$ cat config.mk
export PLATFORM = sky130hd
export DESIGN_NAME = arb_requester
export DESIGN_NICKNAME = d
export VERILOG_FILES = /design/src/rtl/arb_requester_pkg.sv /design/src/rtl/arb_requester_chan.sv /design/src/rtl/arb_requester.sv
export SDC_FILE = /design/constraint.sdc
export NUM_CORES = 1
export LEC_CHECK = 0
export CORE_MARGIN = 8
export CORE_UTILIZATION = 30
export CTS_BUF_LIST = sky130_fd_sc_hd__clkbuf_2
export DETAILED_ROUTE_END_ITERATION = 6
export PLACE_DENSITY = 0.56
export SLEW_MARGIN = 20
export SYNTH_ARGS = -nofsm -noshare
export SYNTH_HDL_FRONTEND = slang
export SYNTH_SLANG_ARGS = --single-unit
$ cat constraint.sdc
create_clock -name clk -period 2.2 [get_ports clk]
set_input_delay 0.44 -clock clk [delete_from_list [all_inputs] [get_ports clk]]
set_output_delay 0.44 -clock clk [all_outputs]
set_load 0.005 [all_outputs]
$ cat src/rtl/arb_requester_pkg.sv
// Shared types and helpers for the arb_requester front end.
// Contents:
//   N_CHAN        number of requester channels
//   chan_state_t  per-channel state encoding
//   arb_lat()     grant latency seen by the requester for a given arbiter depth
package arb_pkg;

  localparam int N_CHAN = 3;

  typedef enum logic [1:0] {
    IDLE  = 2'd0,
    REQ   = 2'd1,
    XFER  = 2'd2,
    DRAIN = 2'd3
  } chan_state_t;

  function automatic int arb_lat(input int delay);
    return delay + 1;
  endfunction

endpackage

$ cat src/rtl/arb_requester_chan.sv
// arb_req_chan: one requester channel. Queues jobs, requests the arbiter,
// counts granted beats, reports completion/preemption and filters grant
// echoes that are still in flight after the request is released.
// Optional starvation timer is built only when ARB_REQ_STARVE_EN is defined.
// Ports:
//   clk, rst   clock, synchronous active-high reset
//   job        one-cycle pulse enqueueing one job
//   gnt        this channel's grant bit from the arbiter
//   req        registered request to the arbiter
//   done       pulse, job finished all beats
//   preempt    pulse, grant lost mid-transfer (job stays queued)
//   starve     level, request waiting at least TIMEOUT cycles
//   ovf        sticky, a job pulse was dropped at a full counter
//
// state | meaning
// IDLE  | no pending job, req low
// REQ   | req high, waiting for the first grant
// XFER  | owning the arbiter, counting beats
// DRAIN | req low, ignoring grant echoes for LAT cycles
module arb_req_chan
  import arb_pkg::*;
#(
  parameter int DELAY    = 2,
  parameter int XFER_LEN = 4,
  parameter int CNT_W    = 4,
  parameter int TIMEOUT  = 32
) (
  input  logic clk,
  input  logic rst,
  input  logic job,
  input  logic gnt,
  output logic req,
  output logic done,
  output logic preempt,
  output logic starve,
  output logic ovf
);

  localparam int LAT    = arb_lat(DELAY);
  localparam int BEAT_W = $clog2(XFER_LEN + 1);
  localparam int DRN_W  = $clog2(LAT + 1);
  localparam bit ONE_BEAT = (XFER_LEN == 1);
  localparam logic [CNT_W-1:0]  PEND_MAX   = '1;
  localparam logic [BEAT_W-1:0] BEAT_LOAD  = BEAT_W'(XFER_LEN - 1);
  localparam logic [BEAT_W-1:0] BEAT_LAST  = BEAT_W'(1);
  localparam logic [DRN_W-1:0]  DRN_LOAD   = DRN_W'(LAT - 1);

  if (XFER_LEN < 1) begin : g_bad_xfer_len
    $error("arb_req_chan: XFER_LEN must be at least 1");
  end
  if (TIMEOUT < 1) begin : g_bad_timeout
    $error("arb_req_chan: TIMEOUT must be at least 1");
  end

  chan_state_t r_state, w_state_nxt;
  logic [CNT_W-1:0]  r_pend;
  logic [BEAT_W-1:0] r_beat_left;   // beats still owed after the current one
  logic [DRN_W-1:0]  r_drn_left;
  logic r_req, r_done, r_preempt, r_ovf;
  logic w_complete, w_abort, w_job_take, w_job_drop, w_pend_nz;

  always_comb begin
    w_complete  = 1'b0;
    w_abort     = 1'b0;
    w_state_nxt = r_state;
    // A completing job frees a slot this same edge, so a job arriving at a
    // full counter is only dropped when nothing completes alongside it.
    w_job_drop  = 1'b0;
    w_job_take  = 1'b0;
    w_pend_nz   = (r_pend != '0) || job;

    case (r_state)
      REQ:  w_complete = gnt && ONE_BEAT;
      XFER: begin
        w_complete = gnt && (r_beat_left == BEAT_LAST);
        w_abort    = !gnt;
      end
      default: ;
    endcase

    w_job_drop = job && (r_pend == PEND_MAX) && !w_complete;
    w_job_take = job && !w_job_drop;

    case (r_state)
      IDLE:  if (w_pend_nz) w_state_nxt = REQ;
      REQ:   if (gnt) w_state_nxt = ONE_BEAT ? DRAIN : XFER;
      XFER:  if (w_complete || w_abort) w_state_nxt = DRAIN;
      DRAIN: if (r_drn_left == '0) w_state_nxt = w_pend_nz ? REQ : IDLE;
      default: w_state_nxt = IDLE;
    endcase
  end

  always_ff @(posedge clk) begin
    if (rst) begin
      r_state     <= IDLE;
      r_pend      <= '0;
      r_beat_left <= '0;
      r_drn_left  <= '0;
      r_req       <= 1'b0;
      r_done      <= 1'b0;
      r_preempt   <= 1'b0;
      r_ovf       <= 1'b0;
    end else begin
      r_state   <= w_state_nxt;
      r_req     <= (w_state_nxt == REQ) || (w_state_nxt == XFER);
      r_done    <= w_complete;
      r_preempt <= w_abort;
      if (w_job_drop) r_ovf <= 1'b1;

      case ({w_job_take, w_complete})
        2'b10:   r_pend <= r_pend + 1'b1;
        2'b01:   r_pend <= r_pend - 1'b1;
        default: ;
      endcase

      // The grant that moves REQ->XFER is beat 1.
      if (r_state == REQ)
        r_beat_left <= BEAT_LOAD;
      else if ((r_state == XFER) && gnt)
        r_beat_left <= r_beat_left - 1'b1;

      if (r_state != DRAIN)
        r_drn_left <= DRN_LOAD;
      else if (r_drn_left != '0)
        r_drn_left <= r_drn_left - 1'b1;
    end
  end

`ifdef ARB_REQ_STARVE_EN
  localparam int WAIT_W = $clog2(TIMEOUT + 1);
  localparam logic [WAIT_W-1:0] WAIT_LOAD = WAIT_W'(TIMEOUT);
  localparam logic [WAIT_W-1:0] WAIT_LAST = WAIT_W'(1);

  logic [WAIT_W-1:0] r_wait_left;
  logic              r_starve;

  // Only a REQ->REQ edge counts as waiting; any other edge reloads the timer.
  // The only way out of REQ is a grant, which is where starve must clear.
  always_ff @(posedge clk) begin
    if (rst) begin
      r_wait_left <= WAIT_LOAD;
      r_starve    <= 1'b0;
    end else if ((r_state == REQ) && (w_state_nxt == REQ)) begin
      if (r_wait_left != '0) r_wait_left <= r_wait_left - 1'b1;
      if (r_wait_left == WAIT_LAST) r_starve <= 1'b1;
    end else begin
      r_wait_left <= WAIT_LOAD;
      r_starve    <= 1'b0;
    end
  end

  assign starve = r_starve;
`else
  assign starve = 1'b0;
`endif

  assign req     = r_req;
  assign done    = r_done;
  assign preempt = r_preempt;
  assign ovf     = r_ovf;

endmodule

$ cat src/rtl/arb_requester.sv
// arb_requester: three-channel requester front end for the fixed-priority
// pri_arbiter. Each bit of every port belongs to one independent channel
// (arb_req_chan); this level only fans the bits in and out.
// Build option: define ARB_REQ_STARVE_EN to build the starvation timers,
// otherwise starve is tied low.
// Ports:
//   clk, rst  clock, synchronous active-high reset
//   job       per-channel job enqueue pulses
//   gnt       arbiter grant, one-hot or zero
//   req       registered requests to the arbiter
//   done      per-channel job-complete pulses
//   preempt   per-channel grant-lost pulses
//   starve    per-channel starvation level
//   ovf       per-channel sticky job-drop flag
module arb_requester
  import arb_pkg::*;
#(
  parameter int DELAY    = 2,
  parameter int XFER_LEN = 4,
  parameter int CNT_W    = 4,
  parameter int TIMEOUT  = 32
) (
  input  logic              clk,
  input  logic              rst,
  input  logic [N_CHAN-1:0] job,
  input  logic [N_CHAN-1:0] gnt,
  output logic [N_CHAN-1:0] req,
  output logic [N_CHAN-1:0] done,
  output logic [N_CHAN-1:0] preempt,
  output logic [N_CHAN-1:0] starve,
  output logic [N_CHAN-1:0] ovf
);

  for (genvar gi = 0; gi < N_CHAN; gi++) begin : g_chan
    arb_req_chan #(
      .DELAY    (DELAY),
      .XFER_LEN (XFER_LEN),
      .CNT_W    (CNT_W),
      .TIMEOUT  (TIMEOUT)
    ) u_chan (
      .clk     (clk),
      .rst     (rst),
      .job     (job[gi]),
      .gnt     (gnt[gi]),
      .req     (req[gi]),
      .done    (done[gi]),
      .preempt (preempt[gi]),
      .starve  (starve[gi]),
      .ovf     (ovf[gi])
    );
  end

endmodule

======== After elaboration in Yosys (flattened, before gate mapping) ========
Index checks and enable logic that the tools add are counted.
storage, ports and cells
  register bits after elaboration ......... 45
  word-level logic and storage cells ...... 171
  input bits .............................. 8
cells by class
  reduce and logical (&&, ||, !) cells .... 60
  add/sub/neg operators ................... 12
  multiplexer cells ....................... 39
  equality and inequality tests ........... 30
operators by type and width
  operator             count
  $mux 2               24
  $eq 2x2->1 const B   12
  $pmux 2 s4           3
  $pmux 4 s2           3
  $reduce_bool 2->1    12
  $eq 2x1->1 const B   9
  $logic_and 1x1->1    15
  $add 4x1->4 const B  3
  $eq 4x4->1 const B   3
  $logic_not 2->1      6
  $reduce_bool 4->1    3
  $reduce_or 2->1      6
  $sub 4x1->4 const B  3
  $eq 3x1->1 const B   3
  $logic_not 1->1      9
  $logic_or 1x1->1     9
  $mux 1               9
  $sub 3x1->3 const B  3
  $ne 2x2->1 const B   3
  $sub 2x1->2 const B  3

======== Depth between registers and ports, before layout ========
Gate-level depths: netlist (run 1).
  word-level depth ........................ 9
  depth in mapped cells ................... 9
  depth with buffers taken out ............ 9

======== Modules after synthesis ========
From an unflattened synthesis (run 1), not the netlist that was laid out.
unflattened totals
  cell total of the unflattened synthesis .. 288
  area, all modules ....................... 2439.8 sq um
by module, submodules not included
  module        instances  area an instance (sq um)  cells an instance
  arb_req_chan  3          813.3                     96

======== Worst setup path before layout (run 1) ========
No wires, ideal clock.
  kind .................................... input to register
  start ................................... input job[2]
  end ..................................... register g_chan[2].u_chan.r_pend[2]
  arrival ................................. 2.133 ns
  setup slack ............................. -0.054 ns
  cell stages on the path ................. 8
  setup time .............................. 0.121 ns
  cell sequence ........................... buf_6 -> or4b_4 -> nor2_4 -> xor2_1 -> ha_1 -> and3_2 -> a22oi_1 -> mux2_2
on the way
  longest elaborated chain between the ends .. 6
RTL lines
  item                                             line                       RTL
  start, declared                                  arb_requester.sv:25        input logic [N_CHAN-1:0] job,
  $logic_and 1x1->1 (2 in a row)                   arb_requester_chan.sv:81   w_job_drop = job && (r_pend == PEND_MAX) && !w_complete;
  $logic_not 1->1                                  arb_requester_chan.sv:82   w_job_take = job && !w_job_drop;
  $logic_and 1x1->1 *                              arb_requester_chan.sv:82
  $eq 2x1->1 or $eq 2x2->1 (tied branches)         arb_requester_chan.sv:110  case ({w_job_take, w_complete})
  $pmux 4 s2 or $reduce_bool 2->1 (tied branches)  n/a
  end signal, assigned                             arb_requester_chan.sv:111  2'b10: r_pend <= r_pend + 1'b1;
  end signal, assigned                             arb_requester_chan.sv:112  2'b01: r_pend <= r_pend - 1'b1;
  end, declared                                    arb_requester_chan.sv:56   logic [CNT_W-1:0] r_pend;
Mark *: on every way between the ends. The rest lies on a longest branch, timed or not.
A chain may end at the register's enable or synchronous reset.

======== Worst setup path in the final report (run 1) ========
Same ends and word-level chain as after synthesis.

==> results of run 1 <==
==> timing repair <==
action | in CTS | in global routing
pin swaps | 1 | 2
setup endpoints to repair | 1 | 1
gates cloned | 0 | 0
setup buffers | 1 | 0
gates resized for setup | 2 | 3
endpoints found under the hold margin | 0 | 0
==> per-stage QoR <==
stage / area (um2) / setup WS [ps]
2_1_floorplan: 2504 / -10.61
3_3_place_gp: 2795 / -344.2
3_5_place_dp: 2795 / -402.4
4_1_cts: 2835 / 7.935
5_1_grt: 2848 / -49.69
6_report: 2848 / 29.03
==> per-layer routing <==
layer,share of wire,global-route usage
met4,0.012,0.03317
met3,0.033,0.02220
met1,0.51,0.1169
met2,0.45,0.1483
met5,0,0
==> final timing paths <==
check / from / to / slack, ps / depth (start not counted)
max reg2reg: g_chan[2].u_chan.r_beat_left[1] / g_chan[2].u_chan.r_pend[2] / 40 / 9
min reg2reg: g_chan[2].u_chan.r_drn_left[1] / g_chan[2].u_chan.r_drn_left[0] / 490 / 2
min: g_chan[2].u_chan.r_drn_left[1] / g_chan[2].u_chan.r_drn_left[0] / 490 / 2
max: job[2] / g_chan[2].u_chan.r_pend[2] / 30 / 8
==> cell families (layout without fill, tap and decap cells) <==
family                     Yosys count  after routing  synth area share
and+or+nand+nor                    110            110            0.2414
DFF                                 45             45            0.3636
buffers and inverters               45             65            0.1056
xor gates and xnor gates             3              3           0.01061
adders and majority gates            9              9           0.04546
muxes                               13             13           0.05555
AOI/OAI and AO/OA                   64             64            0.1763
other                                1              3          0.001514
==> worst max-delay path, cell delays in order <==
cell	delay (ps)
clkdlybuf4s50_1	430
or4b_4	550
nor2_4	130
xor2_1	180
ha_2	200
and3_4	170
a22oi_2	70
mux2_4	300
==> synth_stat cells, types with 2 or more instances <==
library cell  count
dfxtp_1          45
nor2_1           27
buf_4            16
nand2_1          16
inv_1            13
a21oi_1          12
nand2b_1         12
o21ai_0          12
a31oi_1          10
nor2b_1          10
ha_1              9
nand3_1           9
nor3_1            8
clkbuf_1          7
mux2i_1           7
mux2_2            6
or3_1             5
a22oi_1           4
buf_6             4
nand4_1           4
o41ai_1           4
a211oi_1          3
a221oi_1          3
o22ai_1           3
xor2_1            3
a32oi_1           2
and4_1            2
buf_1             2
buf_2             2
nand3b_1          2
nor4_1            2
o211ai_1          2
o21a_1            2
or2_2             2
==> area by class of cell <==
type	count	area, um2	share of cell area
Clock buffer	5	25.02	0.008787
Clock inverter	1	5.005	0.001757
Inverter	14	52.55	0.01845
Multi-Input combinational cell	202	1350	0.4741
Sequential cell	45	903.4	0.3172
Tap cell	105	131.4	0.04613
Timing Repair Buffer	45	380.4	0.1336
==> power by group through the flow <==
stage          sequential, uW  clock [uW]  combinational [uW]
4_1_cts                   934         352                 414
5_1_grt                   949         386                 474
6_report                  935         322                 415
3_5_place_dp              949           0                 410
2_1_floorplan             938           0                 301
3_3_place_gp              947           0                 401
==> sequential cells by signal, summed over array words and instances (netlist names) <==
| signal | flops |
|---|---|
| g_chan.u_chan.r_drn_left | 6 |
| g_chan.u_chan.r_state | 6 |
| g_chan.u_chan.req | 3 |
| g_chan.u_chan.r_beat_left | 9 |
| g_chan.u_chan.r_pend | 12 |
| g_chan.u_chan.ovf | 3 |
| g_chan.u_chan.done | 3 |
| g_chan.u_chan.preempt | 3 |
==> summary.md, run 1 <==
| Metric | Value |
|---|---|
| Most common cell after layout, fill and taps aside | dfxtp_1 |
| WL per Instance | 12.11 um |
| Share of the synthesized area in the top cell type | 0.3636 |
| First-pass GRT wire length | 8921 um |
| Synth Flop Type | dfxtp_1 |
| Power density cells | 587.5 mW/mm2 |
| Root Buffer | clkbuf_2 |
| Clock buffer depth | 2 |
| Synthesized cell area | 0.002477 mm2 |
| Max-cap viol count | 0 |
| Filler Cell Count | 887 |
| Vias in the first global route | 1950 |
| Ranking of synthesized cells by area | dfxtp_1 (36%), buf_4 (4.8%), ha_1 (4.5%) |
| Iter 0 DRT Violations | 101 |
| Final Cycle Share | 0.9868 |
| Worst VDD drop | 285.4 uV |
| Most frequent cells in the layout | dfxtp_1 (43), nor2_1 (27), buf_4 (26) |
| Achievable Freq | 460.6 MHz |
| Setup TNS | 0 ps |
| DP Wirelength | 3564 um |
| Clock Skew | 17.79 ps |
| Slew Limit Fails | 0 |
| Top Ports | 23 |
| Min cycle time layout | 2171 ps |
| Cells after Synth | 290 |
| Post-layout util | 0.3519 |
| Final hold violations | 0 |
| Crit path kind | in2reg |
| Slew HR | 0.5671 |
| # DRC | 0 |
| Sequential element share of the synthesized area | 0.3636 |
| Synth Register Bits | 45 |
| Die X | 106.9 um |
| GRT Util Overall | 0.09213 |
| Worst Setup End Kind | flip-flop |
| Avg Inst Size Synth | 8.543 um2 |
| Status | finished, final reports clean |
| H-tree depth | 2 |
| CTS Buf Count | 5 |
| Arr. time, crit path | 2470 ps |
| Area Overhead vs Synth | 14.95% |
| DIE AREA | 0.01142 mm2 |
| Gate power share | 0.248 |
| Post-CTS Hold Buffers | 0 |
| YS warnings | 0 |
| Sequential fraction of design power | 0.559 |
| Synth area leader | dfxtp_1 |
| Critical path data required time | 2500 ps |
| Clock Latency Late Sink | 390 ps |
| CTS tree | done |
| Largest net degree at the start of global routing | 39 |
| Final net count | 330 |
| Initial Utilization | 0.3061 |
| Gp weighted congestion | 0.7874 |
| Core area | 0.008093 mm2 |
| Psw | 527.5 uW |
| Overall Power | 1673 uW |
| CP Launch Type | input port |
| Layout cells sized above 1 | 0.1795 |
| RSZ-0062 raised after global routing | true |
| Initial antenna violation count | 0 |
| EDFF count, synth | 0 |
| Pre-Repair DR Iteration Count | 4 |
| Routed vias | 2034 |
| Layout Cells excl Fill | 417 |
| # clock sinks | 45 |
| Fin Hold WS | 494.9 ps |
| Synth async-reset ratio | 0 |
| Routed Antenna Nets | 0 |
| # diodes | 0 |
| Placed Instances | 410 |
| Sw Share | 0.3153 |
| Int Power | 1146 uW |
| Core Rows | 33 |
| Final global-route overflow total | 0 |
| Worst slew pin tran | 649.4 ps |
| Routed wire length | 5050 um |
| Worst-path clk slew | 220 ps |
| Endpoints failing setup | 0 |
| DR vias/cell | 4.878 |
| Netlist cell types | 54 |
| Pleak | 0.001107 uW |
| Worst-path fanout max | 2 |
| Chip height | 106.9 um |
| Clock group share of total power | 0.193 |
| Buffers on Ports | 19 |
| Hold Crit Class | reg2reg |
Note: power is estimated with default switching activity, not from simulation.
==> run 2, diff against run 1 <==
- CTS_BUF_LIST: sky130_fd_sc_hd__clkbuf_2 -> sky130_fd_sc_hd__clkbuf_16
==> summary.md, run 2 (synthesis gave the netlist of run 1 again) <==
| Metric | Value |
|---|---|
| Vias in the first global route | 1923 |
| Routed Antenna Nets | 0 |
| Post-CTS Hold Buffers | 0 |
| Reg2reg setup slack | 50 ps |
| Chip height | 106.9 um |
| CP max stage cell | or4b_4 |
| Root Buffer | clkbuf_16 |
| Buf/Inv on CP | 1 |
| Status | finished, final reports clean |
| Clock Skew | 5.730 ps |
| Worst slew pin tran | 647.4 ps |
| Critical path data required time | 2360 ps |
| CP Launch Type | flip-flop |
| Worst-path fanout max | 2 |
| Hold Crit Depth | 2 |
| CTS tree | done |
| Most frequent cells in the layout | dfxtp_1 (43), nor2_1 (27), buf_4 (27) |
| Post-layout util | 0.3650 |
| GRT Util Overall | 0.09290 |
| Die X | 106.9 um |
| Initial Utilization | 0.3061 |
| Hold wc startpoint | g_chan[2].u_chan.r_drn_left[1] |
| Core area | 0.008093 mm2 |
| CTS Buf Count | 5 |
| Overall Power | 2051 uW |
| Most common cell after layout, fill and taps aside | dfxtp_1 |
| Area Overhead vs Synth | 19.24% |
| Clock Latency Late Sink | 280 ps |
| Setup TNS | 0 ps |
| Achievable Freq | 465.9 MHz |
| Clock buffer depth | 2 |
| Routed vias | 2052 |
| # clock sinks | 45 |
| Iter 0 DRT Violations | 101 |
| Power density cells | 694.2 mW/mm2 |
| Placed Instances | 410 |
| Top reg by flops | g_chan.u_chan.r_pend |
| Top delay family on crit path | simple AND/OR/NAND/NOR gates |
| # DRC | 0 |
| Buffers on Ports | 19 |
| Final net count | 331 |
| Worst r2r dst | g_chan[2].u_chan.r_pend[2] |
| H-tree depth | 2 |
| Slowest stage delay, CP | 480 ps |
| Critical R2R Launch | g_chan[2].u_chan.r_beat_left[1] |
| Number of flip-flops in the largest register | 12 |
| Final Cycle Share | 0.9756 |
| Slew Limit Fails | 0 |
| First-pass GRT wire length | 8880 um |
| WL per Instance | 12.22 um |
| Final hold violations | 0 |
| Largest net degree at the start of global routing | 39 |
| Routed wire length | 5107 um |
| Hold Crit Class | reg2reg |
| Gp weighted congestion | 0.7874 |
| Layout Cells excl Fill | 418 |
| R2R depth | 9 |
| Crit path kind | reg2reg |
| Largest regs | g_chan.u_chan.r_pend: 12 flops, g_chan.u_chan.r_beat_left: 9 flops |
| Core Rows | 33 |
| RSZ-0062 raised after global routing | true |
| DP Wirelength | 3564 um |
| Pre-Repair DR Iteration Count | 4 |
| DIE AREA | 0.01142 mm2 |
| Max-cap viol count | 0 |
| # diodes | 0 |
| Slew HR | 0.5684 |
| Arr. time, crit path | 2310 ps |
| Final global-route overflow total | 0 |
| CP cell instances | inv_2 -> ha_4 -> or4b_4 -> nor2_4 -> xor2_1 -> ha_2 -> and3_4 -> a22oi_2 -> mux2_4 |
| Top Ports | 23 |
| Worst-path clk slew | 60 ps |
| Min cycle time layout | 2146 ps |
| Min-Delay Endpoint | g_chan[2].u_chan.r_drn_left[0] |
| Worst Setup End Kind | flip-flop |
| Filler Cell Count | 878 |
| Endpoints failing setup | 0 |
| Initial antenna violation count | 0 |
| Pleak | 0.001154 uW |
| Worst VDD drop | 324.1 uV |
| Layout cells sized above 1 | 0.1821 |
| DR vias/cell | 4.909 |
==> run 2: cell count changes in the layout (fill, tap and decap cells not counted), sizes merged <==
| cell | change |
|---|---|
| dlygate4sd2 | +1 |
| buf | +1 |
| clkdlybuf4s50 | -1 |
==> run 2: worst max-delay path by stage <==
| stage | from | end | slack, ps | cells past startpoint |
|---|---|---|---|---|
| floorplan | job[2] | g_chan[2].u_chan.r_pend[2] | -10 | 8 |
| global placement | job[2] | g_chan[2].u_chan.r_pend[2] | -340 | 8 |
| detailed placement | job[2] | g_chan[2].u_chan.r_pend[2] | -400 | 8 |
| CTS | g_chan[2].u_chan.r_beat_left[1] | g_chan[2].u_chan.r_pend[2] | 30 | 9 |
| global route | g_chan[2].u_chan.r_beat_left[1] | g_chan[2].u_chan.r_pend[2] | -20 | 9 |
| finish | g_chan[2].u_chan.r_beat_left[1] | g_chan[2].u_chan.r_pend[2] | 50 | 9 |
==> run 2: tightest hold or removal path, delay by kind of cell (launching register included) <==
kind,cells,cell delay (ps)
flops,1,330
simple gates,2,90
==> run 2: cell type report <==
class / count / area (um2) / area share
Clock inverter: 1 / 5.005 / 0.001694
Tap cell: 105 / 131.4 / 0.04447
Multi-Input combinational cell: 202 / 1350 / 0.4570
Sequential cell: 45 / 903.4 / 0.3058
Clock buffer: 5 / 125.1 / 0.04235
Timing Repair Buffer: 46 / 386.6 / 0.1309
Inverter: 14 / 52.55 / 0.01779
==> run 2: repair_timing <==
item                                    in CTS  in global routing
buffers inserted                             1                  1
gates resized for setup                      1                  5
pin swaps                                    2                  1
endpoints found under the setup margin       1                  1
==> run 2: layer usage <==
| metal | routed length, um | track usage | vias up |
|---|---|---|---|
| met4 | 47 | 0.03015 | 0 |
| met3 | 178 | 0.02939 | 2 |
| li1 | - | - | 1055 |
| met1 | 2523 | 0.1169 | 964 |
| met2 | 2358 | 0.1470 | 31 |
| met5 | 0 | 0 | - |
==> run 2: power by group <==
group	total [uW]	leakage [uW]	switching [uW]	internal, uW
registers	936	0.000370	57.4	878
logic	418	0.000719	214	204
clock network	697	0.0000655	291	406
total	2050	0.00115	563	1490
==> run 2: metrics by stage <==
step	area [um2]	setup WS, ps	hold slack [ps]
2_1_floorplan	2504	-10.61	438.0
3_3_place_gp	2795	-344.2	450.6
3_5_place_dp	2795	-402.4	460.9
4_1_cts	2932	28.54	472.1
5_1_grt	2954	-18.35	495.4
6_report	2954	53.63	470.3
==> run 3, diff against run 2 <==
- CAP_MARGIN: unset -> 20
==> results of run 3 <==
No change in the layout: final DEF, timing and power equal those of run 2.
